==> config.mk <==
export PLATFORM = sky130hd
export DESIGN_NAME = imem_fetch_ctrl
export DESIGN_NICKNAME = d
export VERILOG_FILES = /design/src/rtl/imem_pkg.sv /design/src/rtl/imem_load_seq.sv /design/src/rtl/imem_fetch_ctrl.sv
export SDC_FILE = /design/constraint.sdc
export NUM_CORES = 1
export LEC_CHECK = 0
export ABC_AREA = 1
export CORE_MARGIN = 2
export CORE_UTILIZATION = 43
export CTS_CLUSTER_SIZE = 25
export DETAILED_ROUTE_END_ITERATION = 10
export PLACE_DENSITY = 0.82
export SETUP_SLACK_MARGIN = 0.3
export SLEW_MARGIN = 20
export SYNTH_ARGS = -nofsm -noshare
export SYNTH_HDL_FRONTEND = slang
export SYNTH_SLANG_ARGS = --single-unit
==> constraint.sdc <==
create_clock -name clk -period 1.9 [get_ports clk]
set_input_delay 0.38 -clock clk [delete_from_list [all_inputs] [get_ports clk]]
set_output_delay 0.38 -clock clk [all_outputs]
set_load 0.02 [all_outputs]
==> src/rtl/imem_pkg.sv <==
// Shared types and defaults for the instruction-memory fetch sequencer.
// Holds the controller state encoding and the default memory geometry.
package imem_pkg;

  typedef enum logic [1:0] {
    ST_IDLE = 2'd0,
    ST_LOAD = 2'd1,
    ST_RUN  = 2'd2,
    ST_HALT = 2'd3
  } state_t;

  localparam int          IMEM_ADDR_W    = 6;
  localparam int          IMEM_DATA_W    = 32;
  localparam logic [31:0] IMEM_HALT_WORD = 32'hFFFF_FFFF;

endpackage

==> src/rtl/imem_load_seq.sv <==
// Load-address counter for the program loader, with overflow detection and sticky error.
// Counter is one bit wider than the address so a full memory is distinguishable from empty.
module imem_load_seq
  import imem_pkg::*;
#(
  parameter int ADDR_W = IMEM_ADDR_W
) (
  input  logic              clk,
  input  logic              rst_n,
  input  logic              first,
  input  logic              adv,
  input  logic              clr,
  input  logic              err_set,
  output logic [ADDR_W-1:0] ld_addr,
  output logic              ld_ovf,
  output logic              ld_err
);

  logic [ADDR_W:0] cnt;

  // Counter returns to 0 whenever a load ends so the next load starts at word 0.
  always_ff @(posedge clk or negedge rst_n) begin
    if (!rst_n) begin
      cnt    <= '0;
      ld_err <= 1'b0;
    end else begin
      if (clr)
        cnt <= '0;
      else if (first)
        cnt <= (ADDR_W+1)'(1);
      else if (adv)
        cnt <= cnt + (ADDR_W+1)'(1);

      if (err_set)
        ld_err <= 1'b1;
      else if (first)
        ld_err <= 1'b0;
    end
  end

  assign ld_addr = cnt[ADDR_W-1:0];
  assign ld_ovf  = cnt[ADDR_W];

endmodule

==> src/rtl/imem_fetch_ctrl.sv <==
// Shares the instruction-memory port between the program loader and the fetch stage.
// Fetch has one cycle of latency, redirect inserts one bubble, and halt takes priority over redirect.
module imem_fetch_ctrl
  import imem_pkg::*;
#(
  parameter int                ADDR_W    = IMEM_ADDR_W,
  parameter int                DATA_W    = IMEM_DATA_W,
  parameter logic [DATA_W-1:0] HALT_WORD = IMEM_HALT_WORD
) (
  input  logic              clk,
  input  logic              rst_n,
  input  logic              start,
  input  logic              stop,
  input  logic              ld_valid,
  input  logic [DATA_W-1:0] ld_data,
  input  logic              ld_last,
  output logic              ld_ready,
  output logic              ld_err,
  output logic [ADDR_W-1:0] imem_addr,
  output logic              imem_we,
  output logic [DATA_W-1:0] imem_wdata,
  input  logic [DATA_W-1:0] imem_rdata,
  output logic              if_valid,
  input  logic              if_ready,
  output logic [DATA_W-1:0] if_instr,
  output logic [ADDR_W-1:0] if_pc,
  input  logic              redirect_valid,
  input  logic [ADDR_W-1:0] redirect_pc,
  output logic              busy,
  output logic              halted,
  output logic [15:0]       fetch_count
);

  state_t            state, state_nxt;
  logic [ADDR_W-1:0] pc;
  logic [ADDR_W-1:0] ld_addr;
  logic              ld_ovf;
  logic              is_idle, is_load, is_run, is_halt;
  logic              accept, halt_go, fetch_en, start_run;
  logic              ld_first, ld_adv, ld_clr, ld_err_set;

  assign is_idle = (state == ST_IDLE);
  assign is_load = (state == ST_LOAD);
  assign is_run  = (state == ST_RUN);
  assign is_halt = (state == ST_HALT);

  assign accept    = if_valid && if_ready;
  assign halt_go   = is_run && (stop || (accept && (if_instr == HALT_WORD)));
  assign fetch_en  = !if_valid || if_ready;
  // A loader word in IDLE beats start.
  assign start_run = start && ((is_idle && !ld_valid) || is_halt);

  assign ld_first   = is_idle && ld_valid;
  assign ld_adv     = is_load && ld_valid && !ld_ovf;
  assign ld_err_set = is_load && ld_valid && ld_ovf;
  assign ld_clr     = (ld_valid && ld_last && (is_idle || is_load)) || ld_err_set;

  assign ld_ready   = is_idle || is_load;
  assign imem_we    = ld_first || ld_adv;
  assign imem_wdata = ld_data;
  assign imem_addr  = ld_ready ? ld_addr : pc;
  assign busy       = is_load || is_run;
  assign halted     = is_halt;

  imem_load_seq #(.ADDR_W(ADDR_W)) u_load_seq (
    .clk     (clk),
    .rst_n   (rst_n),
    .first   (ld_first),
    .adv     (ld_adv),
    .clr     (ld_clr),
    .err_set (ld_err_set),
    .ld_addr (ld_addr),
    .ld_ovf  (ld_ovf),
    .ld_err  (ld_err)
  );

  always_ff @(posedge clk or negedge rst_n) begin
    if (!rst_n)
      state <= ST_IDLE;
    else
      state <= state_nxt;
  end

  always_comb begin
    state_nxt = state;
    case (state)
      ST_IDLE: begin
        if (ld_valid)
          state_nxt = ld_last ? ST_IDLE : ST_LOAD;
        else if (start)
          state_nxt = ST_RUN;
      end
      ST_LOAD: begin
        if (ld_valid && (ld_ovf || ld_last))
          state_nxt = ST_IDLE;
      end
      ST_RUN: begin
        if (halt_go)
          state_nxt = ST_HALT;
      end
      ST_HALT: begin
        if (start)
          state_nxt = ST_RUN;
      end
      default: state_nxt = ST_IDLE;
    endcase
  end

  // A word flushed by redirect is not counted unless halt overrides the redirect.
  always_ff @(posedge clk or negedge rst_n) begin
    if (!rst_n) begin
      pc          <= '0;
      if_instr    <= '0;
      if_pc       <= '0;
      if_valid    <= 1'b0;
      fetch_count <= '0;
    end else if (start_run) begin
      pc          <= '0;
      if_valid    <= 1'b0;
      fetch_count <= '0;
    end else if (is_run) begin
      if (accept && (halt_go || !redirect_valid) && (fetch_count != 16'hFFFF))
        fetch_count <= fetch_count + 16'd1;

      if (halt_go) begin
        if_valid <= 1'b0;
      end else if (redirect_valid) begin
        pc       <= redirect_pc;
        if_valid <= 1'b0;
      end else if (fetch_en) begin
        if_instr <= imem_rdata;
        if_pc    <= pc;
        if_valid <= 1'b1;
        pc       <= pc + ADDR_W'(1);
      end
    end
  end

endmodule
Yosys cells after proc, flatten, opt, wreduce, memory -nomap -nowiden
Cells that the tools add are included.
{ "op_classes": {"n_addsub": 3, "eq_ne": 8, "mux": 25, "n_bitwise": 3, "n_reduce_logical": 39} }
{ "op_table": {"columns": ["op", "n"], "rows": [
  ["16-bit two-way mux", 3],
  ["6-bit two-way mux", 6],
  ["32-bit equality test, second input constant", 1],
  ["7-bit two-way mux", 3],
  ["16-bit by 1-bit adder with 16-bit output, second input constant", 1],
  ["16-bit inequality test, second input constant", 1],
  ["1-bit logical AND", 14],
  ["1-bit logical OR", 9],
  ["1-bit two-way mux", 8],
  ["2-bit two-way mux", 4],
  ["2-bit one-hot mux with 4 select lines", 1],
  ["7-bit by 1-bit adder with 7-bit output, second input constant", 1],
  ["6-bit by 1-bit adder with 6-bit output, second input constant", 1],
  ["2-bit by 1-bit inequality test with 1-bit output, second input constant", 3],
  ["2-bit AND reduction", 3],
  ["2-bit nonzero test", 3],
  ["3-bit nonzero test", 2],
  ["5-bit AND reduction", 1],
  ["2-bit equality test, second input constant", 2],
  ["1-bit zero test", 4],
  ["4-bit nonzero test", 1],
  ["1-bit NOT", 3],
  ["3-bit AND reduction", 1],
  ["2-bit by 1-bit equality test with 1-bit output, second input constant", 1],
  ["2-bit zero test", 1]
]} }
{ "totals": {"regBits": 71, "input_bits": 78, "out_inout_bits": 98, "word_cells": 86} }

Logic depth before layout (Yosys ltp)
Gate-level depths: netlist (run 1).
{ "depth": {"depth_word": 10, "depth_mapped": 13, "mapped_depth_nobuf": 12} }

Modules after synthesis
Synthesis (run 1) repeated with hierarchy kept, for this count alone.
{ "unflattened": {"hier_cells": 530, "hier_area_um2": 4047.6} }
{ "modules_own_cells": {"columns": ["module", "instances", "cells_each", "area_per_inst_um2", "seq_area_each_um2"], "rows": [
  ["imem_fetch_ctrl", 1, 472, 3601.0, 1576.5],
  ["imem_load_seq", 1, 58, 446.7, 200.2]
]} }

Least setup slack after synthesis (run 1)
No wires, ideal clock.
{ "synth_path": {"path_type": "reg-to-output", "start": "register state[0]", "end": "output port imem_addr[4]", "arrival_time_ps": 1469, "t_required_ps": 1520, "slack_ps": 51, "path_stages_with_launch": 6, "n_path_buf": 0, "cell_sequence": "dfrtp_1 > inv_1 > ha_1 > nor2_1 > inv_1 > o21ai_0"} }
{ "synth_via": {"elab_chain_len": 3, "elab_cells_between_ends": 4, "classes_between": "1 x eq/ne; 1 x mux; 2 x reduce/logical"} }
{ "synth_rtl": {"columns": ["element", "line", "source"], "rows": [
  ["start: declaration", "imem_fetch_ctrl.sv:34", "state_t state, state_nxt;"],
  ["start signal: assignment", "imem_fetch_ctrl.sv:81", "state <= state_nxt;"],
  ["2-bit by 1-bit equality test with 1-bit output / 2-bit zero test (equally long branches)", "imem_fetch_ctrl.sv:43, imem_fetch_ctrl.sv:42", null],
  ["1-bit logical OR *", "imem_fetch_ctrl.sv:58", "assign ld_ready = is_idle || is_load;"],
  ["named net ld_ready", "imem_fetch_ctrl.sv:17", "output logic ld_ready,"],
  ["6-bit two-way mux *", "imem_fetch_ctrl.sv:61", "assign imem_addr = ld_ready ? ld_addr : pc;"],
  ["end: declaration", "imem_fetch_ctrl.sv:19", "output logic [ADDR_W-1:0] imem_addr,"]
]} }
The timed path passes the listed nets; every way through them passes the cells marked *.

Final worst setup path (run 1)
{ "layout_path": {"start": "register if_instr[15]", "end": "register if_valid"} }
{ "layout_via": {"elab_chain_len": 7, "elab_cells_between_ends": 9, "classes_between": "1 x eq/ne; 3 x mux; 5 x reduce/logical"} }
{ "layout_rtl": {"columns": ["element", "line", "source"], "rows": [
  ["start: declaration", "imem_fetch_ctrl.sv:25", "output logic [DATA_W-1:0] if_instr,"],
  ["start signal: assignment", "imem_fetch_ctrl.sv:131", "if_instr <= imem_rdata;"],
  ["32-bit equality test *", "imem_fetch_ctrl.sv:48", "assign halt_go = is_run && (stop || (accept && (if_instr == HALT_WORD)));"],
  ["1-bit logical AND *", "imem_fetch_ctrl.sv:48", null],
  ["1-bit logical OR *", "imem_fetch_ctrl.sv:48", null],
  ["1-bit logical AND *", "imem_fetch_ctrl.sv:48", null],
  ["1-bit two-way mux", "imem_fetch_ctrl.sv:125", "if (halt_go) begin"],
  ["1-bit two-way mux", "imem_fetch_ctrl.sv:121", "end else if (is_run) begin"],
  ["1-bit two-way mux", "imem_fetch_ctrl.sv:117", "end else if (start_run) begin"],
  ["end signal: assignment", "imem_fetch_ctrl.sv:119", "if_valid <= 1'b0;"],
  ["end signal: assignment", "imem_fetch_ctrl.sv:126", "if_valid <= 1'b0;"],
  ["end signal: assignment", "imem_fetch_ctrl.sv:129", "if_valid <= 1'b0;"],
  ["end: declaration", "imem_fetch_ctrl.sv:23", "output logic if_valid,"]
]} }
Every way passes the cells marked *; elsewhere a longest branch is shown, timed or not. The select of a mux whose other input is x is not followed.
A chain may end at the register's enable or synchronous reset.

==> metrics.txt, run 1 <==
Port Buffers=~110; worst path buffer plus inverter count=3; Max Clk Rate=between 500 and 600 MHz; Compound-Gate Fraction of Synth Area=between 10% and 20%; internal power=~5.6 mW; delay-heaviest family, CP=simple AND/OR/NAND/NOR gates; initial core utilization=a little over two fifths; CTS tree=done; Pleak=3.36 nW; Total GRT Usage=between 20% and 30%; yosys warns=0; Area growth syn-to-layout=72.2%; Syn Area/Cell=7.83 um2; total number of cells along the worst setup path=12; FF-to-FF End=if_valid$_DFFE_PN0P_; r2r startpoint=if_instr[15]$_DFFE_PN0P_; synth cell count leaders=nand2_1 (121), dfrtp_1 (71), inv_1 (66); synth unique cells=32; CTS buffer count=9; io pins=approximately 180; r2r worst-path depth=12; vias post-DR=roughly 4.1k; Final Hold Fails=0; EDFF count, synth=0; part of the power in combinational logic=between 50% and 60%; failing checks=setup timing; worst min path class=in -> async; clk_lat worst skew=~0.34 ns; Site Rows=35; first-pass GRT wire length=18900 um; largest family of logic cells by synthesized area=simple AND/OR/NAND/NOR gates; root buffer cell=clkbuf_8; Clock Tree Buf Depth=2; Final Max Tran Viols=0; Critical path origin=if_instr[15]$_DFFE_PN0P_; biggest area consumer among synthesized cells=dfrtp_1; Synthesized Nets=~600; xor/xnor cell area share of the yosys netlist=2.63%; DIE WIDTH=100 um; ys flop type=dfrtp_1; overall power=around 9.8 mW; Critical Setup Path Class=reg -> reg; Post-Synth Simple-Gate Area=25.0%; Reg clk slew, reported paths=approximately 0.080 ns; most frequent cell after synthesis=nand2_1; CP endpoint kind=register; Post-Synthesis Cells=roughly 510; hpwl dp=between 7000 and 8000 um; pwr dens=~1400 nW/um2; Slowest cell on crit path=dfrtp_1; wire per inst=around 16 um; Syn Std Cell Area=about 4000 um2; DIE AREA=approximately 10000 um2; net switching power=around 4.2 mW; drt total wl=13000 um; initial antenna violation count=0; Placer Congestion=around 0.85; worst setup path end=if_valid$_DFFE_PN0P_; diode count=0; Slew headroom=a little under three quarters; 1st-pass router iterations=5; CP peak stage delay=roughly 0.44 ns; Final setup viols=3; sequential share of power=28.4%; synthesized-area fraction occupied by adder cells=2.19%; min cycle time layout=~1.9 ns; top-area cell type share of the netlist area=between 40% and 50%; Final Cycle Share=101%; flops & latches, synth=71; clk sinks=71; VDD IR max=between 0.0007 and 0.0008 V; post-route ant nets=0; fraction of layout cells with a size suffix above 1=around two fifths; post-route setup slack=-0.0154 ns; critical path arrival=~2.1 ns; Die Span Y=between 100 and 150 um; drt drc=0; post-route setup TNS=-0.0339 ns; crit-path cells=nand2_1 > nor2_1 > nand2_1 > nor2_2 > nand3_2 > nand2_4 > nand2_4 > nand3_4 > buf_12 > buf_12 > buf_16 > o31ai_4; Critical Path RT=roughly 2.1 ns; largest net degree at the start of global routing=72; RSZ-0062 raised after global routing=yes; drt via density=just over 5; H-tree Lvls=3; Worst R2R Setup Slack=-0.02 ns; CP max FO=6; Nets=760; vias in the first global route=between 3k and 4k; nature of the critical path startpoint=register; Worst Tran Pin Value=0.428 ns; outcome=finished, violations left; post-synthesis sequential area ratio=between 40% and 50%; Clk pwr share=~15%; ys async rst share=100%; mux contribution to synthesized area=0%; DRT iter0 DRCs=138; switching part of the total=a little over two fifths; core area=between 9000 and 10000 um2; GR Overflow Total=0; MaxCap Viol Count=0; clock skew=roughly 0.015 ns; top cells by area, synth=dfrtp_1 (44%), nand2_1 (11%), o21ai_0 (6.9%)
-- timing repair --
action                                  CTS  global route
resized for setup                       267           116
hold buffers                              0             0
cloned                                   13             0
pin swaps                                36            30
hold endpoints to repair                  0             0
endpoints found under the setup margin  131            89
setup buffers                            28            19
-- metrics by stage --
stage / setup slack (ns) / utilization, % / std cells / area, um2 / hold slack [ns]
5_1_grt: -0.112 / 75.6 / 790 / 6890 / 0.0644
3_5_place_dp: -0.329 / 57.3 / 715 / 5220 / 0.434
6_report: -0.0154 / 75.6 / 790 / 6890 / 0.0497
4_1_cts: -0.00248 / 69.7 / 771 / 6350 / 0.0549
3_3_place_gp: -0.287 / 57.3 / 715 / 5220 / 0.436
2_1_floorplan: 0.239 / - / 511 / 4080 / 0.0844
-- flip-flops by register name (all words and copies together), names as in the netlist --
signal	cells
if_instr	32
fetch_count	16
u_load_seq.cnt	7
if_pc	6
pc	6
state	2
if_valid	1
u_load_seq.ld_err	1
-- cells in the final DEF (no fill, tap or decap), types with 2 or more instances in the layout --
cell	synthesis	final
o21ai_0	55	4
o22ai_1	2	2
a21oi_1	10	8
buf_12	0	10
nor2_2	2	5
clkbuf_8	0	10
dfrtp_2	0	4
o21ai_2	0	40
dlygate4sd2_1	0	42
ha_1	7	3
xor2_1	10	10
buf_2	1	2
buf_8	0	4
ha_4	0	4
buf_16	0	10
nand2_2	15	39
nand2_1	121	68
nor2_4	1	4
inv_2	4	9
buf_6	4	30
o211ai_1	3	3
nor3_1	12	10
clkdlybuf4s50_1	0	44
dfrtp_1	71	67
nand3_2	2	10
bufinv_16	0	3
inv_1	66	60
nand4_1	4	4
xnor2_1	2	2
nand3_4	1	4
o21ai_1	8	17
nand3_1	27	16
nor2_1	35	29
buf_4	34	43
clkdlybuf4s15_1	0	9
o21ai_4	0	2
nand2_4	1	29
clkbuf_2	2	3
nor3_4	1	2
a21oi_4	1	2
-- layout make-up --
class	count	area (um2)
multi-input combinational	324	2290
fill	591	2220
timing repair buffer	199	2160
sequential	71	1780
inverter	70	265
tap	111	139
clock buffer	10	138
clock inverter	5	106
-- cell families (layout without fill, tap and decap cells) --
group,Yosys count,after routing
buf+inv,116,284
simple gates,224,224
fa+ha+maj,7,7
xor+xnor,12,12
flops,71,71
compound gates,81,81
-- worst register-to-register path: stages (launching register included) --
cell and delay, ns:
dfrtp_1 0.44, nand2_1 0.08, nor2_1 0.11, nand2_1 0.09, nor2_2 0.17, nand3_2 0.14
nand2_4 0.11, nand2_4 0.07, nand3_4 0.14, buf_12 0.14, buf_12 0.12, buf_16 0.13
o31ai_4 0.06
-- how the worst min path moves through the flow --
stage	from	to	slack [ns]	depth (start not counted)
2_1_floorplan	rst_n	fetch_count[0]$_DFFE_PN0P_	0.08	0
3_3_place_gp	rst_n	if_instr[16]$_DFFE_PN0P_	0.44	2
3_5_place_dp	rst_n	if_instr[16]$_DFFE_PN0P_	0.43	2
5_1_grt	rst_n	if_instr[16]$_DFFE_PN0P_	0.06	2
4_1_cts	rst_n	if_instr[16]$_DFFE_PN0P_	0.05	2
6_report	rst_n	if_instr[16]$_DFFE_PN0P_	0.05	2
-- routing by layer --
metal / vias to the layer above / wire length (um) / share of wire (%) / track usage (%)
met5: - / 0 / 0 / 0
met3: 18 / 657 / 5.1 / 5.50
li1: 1922 / - / - / -
met1: 2013 / 5190 / 40 / 27.8
met2: 136 / 6930 / 53 / 43.0
met4: 0 / 191 / 1.5 / 7.90
-- power groups by stage --
stage	Clock (mW)	Combinational (mW)	Sequential, mW
5_1_grt	1.59	5.94	2.86
3_5_place_dp	0	3.95	2.71
3_3_place_gp	0	3.83	2.68
6_report	1.49	5.56	2.79
4_1_cts	1.51	4.81	2.70
2_1_floorplan	0	1.67	3.23
(Power assumes the default switching activity.)
==> run 2: changes to the inputs <==
--- a/config.mk
+++ b/config.mk
@@ -10,9 +10,10 @@
 export CORE_UTILIZATION = 43
 export CTS_CLUSTER_SIZE = 25
 export DETAILED_ROUTE_END_ITERATION = 10
-export PLACE_DENSITY = 0.82
+export PLACE_DENSITY_LB_ADDON = 0.05
 export SETUP_SLACK_MARGIN = 0.3
 export SLEW_MARGIN = 20
 export SYNTH_ARGS = -nofsm -noshare
 export SYNTH_HDL_FRONTEND = slang
+export SYNTH_HIERARCHICAL = 1
 export SYNTH_SLANG_ARGS = --single-unit
==> run 2 against run 1 <==
  * The flow still finishes with violations (setup timing)
  * Utilization decreased by 1.5 points
  * Via count decreased by 2.6%
  * Die area increased by 1.2%
==> metrics.txt, run 2 <==
io pins=176; Syn Area/Cell=~7.6 um2; post-synthesis sequential area ratio=43.9%; clk sinks=71; Final Cycle Share=104%; MaxCap Viol Count=0; first-pass GRT wire length=18900 um; sequential share of power=between 30% and 40%; yosys warns=6; post-route setup TNS=-0.519 ns; top-area cell type share of the netlist area=between 40% and 50%; critical path arrival=1.60 ns; initial core utilization=between 40% and 50%; DIE WIDTH=between 100 and 150 um; Syn Std Cell Area=around 4000 um2; Slew headroom=72.3%; Clk pwr share=between 10% and 20%; Final setup viols=9; CP max FO=8; hpwl dp=7220 um; Synthesized Nets=about 620; ys flop type=dfrtp_1; part of the power in combinational logic=56.8%; max FFs per register=32; pwr dens=~1400 nW/um2; Post-Synthesis Cells=530; synth unique cells=34; GR Overflow Total=0; Die Span Y=101 um; H-tree Lvls=3; net switching power=4.08 mW; DIE AREA=between 10000 and 15000 um2; post-route setup slack=-0.0844 ns; Port Buffers=111; Max Clk Rate=about 500 MHz; CP endpoint kind=output port; synth cell count leaders=nand2_1 (138), inv_1 (74), dfrtp_1 (71); most frequent cell after synthesis=nand2_1; Pleak=~3.4 nW; biggest area consumer among synthesized cells=dfrtp_1; final core utilization=roughly 74%; EDFF count, synth=0; wire per inst=approximately 15 um; 1st-pass router iterations=4; drt via density=~5; largest net degree at the start of global routing=roughly 70; failing checks=setup timing; Area growth syn-to-layout=68.4%; root buffer cell=clkbuf_8; outcome=finished, violations left; post-route ant nets=0; vias post-DR=approximately 4k; FILL cells=707; ys async rst share=100%; internal power=between 5 and 6 mW; VDD IR max=0.000821 V; Placement Setup Slack=-0.220 ns; worst min path class=in -> async; clk_lat worst skew=between 0.3 and 0.4 ns; fraction of layout cells with a size suffix above 1=between 30% and 40%; drt drc=0; initial antenna violation count=0; nature of the critical path startpoint=register; Critical Setup Path Class=reg -> out; diode count=0; DRT iter0 DRCs=just over 70; clock skew=approximately 0.019 ns; Site Rows=35; Top reg by flops=if_instr; Placer Congestion=about 0.87; most common cell after layout, fill and taps aside=nand2_1; switching part of the total=between 40% and 50%; Clock Tree Buf Depth=2; CTS tree=done; core area=9200 um2; Critical Path RT=roughly 1.5 ns; Top Registers=if_instr x32, fetch_count x16, u_load_seq/cnt x7; commonest non-fill, non-tap cells in the layout=nand2_1 (74), dfrtp_1 (69), inv_1 (64); r2r startpoint=fetch_count[0]$_DFFE_PN0P_; Critical path origin=state[1]$_DFFE_PN0P_; Total GRT Usage=23.3%; Worst Tran Pin Value=just over 0.4 ns; RSZ-0062 raised after global routing=yes; flops & latches, synth=71; hold buffer count at CTS=0; CTS buffer count=9; Nets=approximately 770; top cells by area, synth=dfrtp_1 (44%), nand2_1 (13%), inv_1 (6.9%); r2r worst-path depth=13; min cycle time layout=1.98 ns; vias in the first global route=approximately 4k; Final Hold Fails=0; Final Max Tran Viols=0; drt total wl=11700 um; Reg clk slew, reported paths=around 0.080 ns
## run 2: logic make-up after synthesis
logic type               Yosys count  share of synthesized area (%)
AO/OA/AOI/OAI                     73                           9.71
XOR/XNOR                          13                           2.81
adder cells (fa/ha/maj)            7                           2.16
buffers and inverters            123                           15.2
flip-flops                        71                           43.9
multiplexers                       2                          0.495
AND/OR/NAND/NOR                  241                           25.7
## run 2: repair_timing
item,4_1_cts,5_1_grt
gates cloned,12,1
setup endpoints to repair,131,81
gates resized for setup,255,89
pin swaps,13,18
setup buffers,16,14
## run 2: path summary, 6_finish.rpt
path	to	slack, ns
min in group clk	if_pc[3]$_DFFE_PN0P_	0.49
hold / removal	if_instr[20]$_DFFE_PN0P_	0.04
hold reg to reg	if_pc[3]$_DFFE_PN0P_	0.49
max in group asynchronous	pc[4]$_DFFE_PN0P_	1.52
setup reg to reg	fetch_count[12]$_DFFE_PN0P_	-0.03
setup / recovery	imem_addr[4]	-0.08
## run 2: through the flow
step | power [mW] | std cells | hold WS, ns | instance area, um2
finish | 9.32 | 799 | 0.0376 | 6820
global route | 9.93 | 799 | 0.0751 | 6820
CTS | 8.68 | 784 | 0.0588 | 6360
detailed placement | 7.00 | 740 | 0.444 | 5430
global placement | 6.93 | 740 | 0.440 | 5430
floorplan | 5.09 | 530 | 0.0844 | 4200
## run 2: layer usage
layer | part of all wire [%] | GRT usage [%]
met1 | 42 | 29.2
met2 | 52 | 41.2
met3 | 4.5 | 3.54
met4 | 2.0 | 7.69
met5 | 0 | 0
## run 2: cell type report
type | instances | area [um2] | share of cell area [%]
clock buffer | 11 | 131 | 1.93
timing repair buffer | 188 | 2050 | 30.0
inverter | 76 | 290 | 4.26
tap | 111 | 139 | 2.04
multi-input combinational | 337 | 2370 | 34.8
sequential | 71 | 1780 | 26.1
clock inverter | 5 | 58.8 | 0.863
## run 2: worst max-delay path, stage by stage (launching register included)
cell	delay, ns
dfrtp_1	0.38
inv_2	0.08
ha_2	0.21
nor2_4	0.12
inv_4	0.08
buf_12	0.15
o21ai_4	0.12
buf_6	0.13
## run 2: power by group through the flow
stage	Sequential (mW)	Combinational (mW)	Clock (mW)
2_1_floorplan	3.30	1.79	0
3_3_place_gp	2.72	4.20	0
3_5_place_dp	2.74	4.26	0
4_1_cts	2.78	4.67	1.23
5_1_grt	2.93	5.72	1.29
6_report	2.83	5.30	1.19
==> run 3: changes to the inputs <==
--- a/config.mk
+++ b/config.mk
@@ -6,13 +6,13 @@
 export NUM_CORES = 1
 export LEC_CHECK = 0
 export ABC_AREA = 1
+export ABC_CLOCK_PERIOD_IN_PS = 2500
 export CORE_MARGIN = 2
-export CORE_UTILIZATION = 43
+export CORE_UTILIZATION = 46
 export CTS_CLUSTER_SIZE = 25
 export DETAILED_ROUTE_END_ITERATION = 10
 export PLACE_DENSITY_LB_ADDON = 0.05
 export SETUP_SLACK_MARGIN = 0.3
-export SLEW_MARGIN = 20
 export SYNTH_ARGS = -nofsm -noshare
 export SYNTH_HDL_FRONTEND = slang
 export SYNTH_HIERARCHICAL = 1
==> constraint.sdc (replaced) <==
create_clock -name clk -period 2.5 [get_ports clk]
set_input_delay 0.5 -clock clk [delete_from_list [all_inputs] [get_ports clk]]
set_output_delay 0.5 -clock clk [all_outputs]
set_load 0.02 [all_outputs]
==> run 3 against run 2 <==
  * The flow now finishes without violations
  * Global-route usage down 2.7 points
  * Register-to-register slack better by 0.61 ns
  * Clock skew decreased by 0.011 ns
  * Count of clock-buffer cells in the layout is 2 lower
  * Worst hold slack gained 0.20 ns
  * Design area decreased by 21%
  * Sequential power shrank 26%
  * Largest power group unchanged
==> metrics.txt, run 3 (synthesis gave the netlist of run 2 again) <==
outcome=finished, final reports clean; drt via density=~5; clock skew=0.00758 ns; 1st-pass router iterations=4; Final setup viols=0; max FFs per register=32; hpwl dp=about 7000 um; RSZ-0062 raised after global routing=yes; Die Span Y=~100 um; most common cell after layout, fill and taps aside=nand2_1; fraction of layout cells with a size suffix above 1=between 10% and 20%; io pins=roughly 180; Final Max Tran Viols=0; largest net degree at the start of global routing=78; DIE AREA=about 9600 um2; Final Non-Filler Cells=737; clk sinks=71; Slew headroom=a little under half; Top Registers=if_instr x32, fetch_count x16, u_load_seq/cnt x7; Port Buffers=between 100 and 150; worst min path class=in -> async; Placer Congestion=between 0.8 and 0.9; CP endpoint kind=output port; Worst Tran Pin Value=0.791 ns; Site Rows=34; Total GRT Usage=a little over 20%; drt drc=0; Top reg by flops=if_instr; post-route ant nets=0; GR Overflow Total=0; Reg clk slew, reported paths=roughly 0.08 ns; Nets=710; hold buffer count at CTS=0; commonest non-fill, non-tap cells in the layout=nand2_1 (138), clkdlybuf4s50_1 (100), inv_1 (71), dfrtp_1 (71), o21ai_0 (52); CTS buffer count=9; DIE WIDTH=a little under 100 um; min cycle time layout=around 2.3 ns; post-route setup TNS=0 ns; vias post-DR=~3.6k; Final Hold Fails=0; DRT iter0 DRCs=124; nature of the critical path startpoint=register; Worst R2R Setup Slack=a little under 0.6 ns; root buffer cell=clkbuf_8; Clock Tree Buf Depth=2; initial antenna violation count=0; Placed Instances=~700; r2r startpoint=state[0]$_DFFE_PN0P_; initial core utilization=46.9%; drt total wl=~9600 um; critical path arrival=about 1.8 ns; VDD IR max=0.000721 V; diode count=0; CTS tree=done; FF-to-FF End=if_instr[4]$_DFFE_PN0P_; wire per inst=around 13 um; CP max FO=6; Max Clk Rate=about 440 MHz; Critical Setup Path Class=reg -> out; core area=roughly 8600 um2; pwr dens=roughly 1100 nW/um2; r2r worst-path depth=10; first-pass GRT wire length=16400 um; overall power=6.00 mW; clk_lat worst skew=about 0.33 ns; MaxCap Viol Count=0; Final Cycle Share=between 90% and 100%; vias in the first global route=roughly 3.5k; Pleak=between 2 and 3 nW; H-tree Lvls=3; Area growth syn-to-layout=32.4%; Critical Path RT=around 2 ns
run 3: layer usage:
layer  global-route usage [%]  part of all wire [%]  vias up
li1                         -                     -     1813
met1                     26.3                    43     1693
met4                     5.56                   1.5        0
met3                     6.66                   5.4       16
met5                        0                     0        -
met2                     34.2                    50       90
run 3: worst max-delay path: stages (launching register included):
cell and delay (ns):
dfrtp_1 0.43, inv_2 0.08, ha_4 0.18, nor2_4 0.15, clkinvlp_4 0.16, buf_4 0.16
o21ai_2 0.13, buf_6 0.13
run 3: where the power goes:
group          switching [mW]  internal (mW)  leakage (nW)
sequential              0.472           1.62         0.931
combinational            1.59           1.33          1.54
clock                   0.436          0.555         0.105
total                    2.49           3.50          2.58
run 3: cell type report:
| class | count | area [um2] |
|---|---|---|
| timing repair inverter | 1 | 7.51 |
| sequential | 71 | 1780 |
| tap | 108 | 135 |
| fill | 800 | 3280 |
| clock inverter | 6 | 86.3 |
| timing repair buffer | 130 | 1250 |
| clock buffer | 9 | 124 |
| inverter | 76 | 285 |
| multi-input combinational | 336 | 1690 |
run 3: worst max-delay path by stage:
| stage | start | end | depth (start not counted) |
|---|---|---|---|
| finish | state[0]$_DFFE_PN0P_ | imem_addr[5] | 7 |
| global route | state[0]$_DFFE_PN0P_ | imem_addr[2] | 6 |
| CTS | state[0]$_DFFE_PN0P_ | imem_addr[1] | 6 |
| detailed placement | state[1]$_DFFE_PN0P_ | imem_addr[1] | 7 |
| global placement | ld_valid | imem_we | 4 |
| floorplan | state[0]$_DFFE_PN0P_ | imem_addr[0] | 6 |
run 3: stage by stage:
| stage | hold slack (ns) | instance area [um2] | setup slack [ns] | util, % |
|---|---|---|---|---|
| floorplan | 0.204 | 4050 | 0.336 | - |
| global placement | 0.471 | 5050 | 0.168 | 58.5 |
| detailed placement | 0.477 | 5050 | 0.121 | 58.5 |
| CTS | 0.258 | 5320 | 0.162 | 61.6 |
| global route | 0.292 | 5360 | 0.158 | 62.0 |
| finish | 0.238 | 5360 | 0.243 | 62.0 |
run 3: timing repair:
item / in CTS / in global routing
buffers inserted: 5 / 5
pin swaps: 1 / 0
gates cloned: 1 / 0
resized for setup: 42 / 9
setup endpoints to repair: 8 / 18
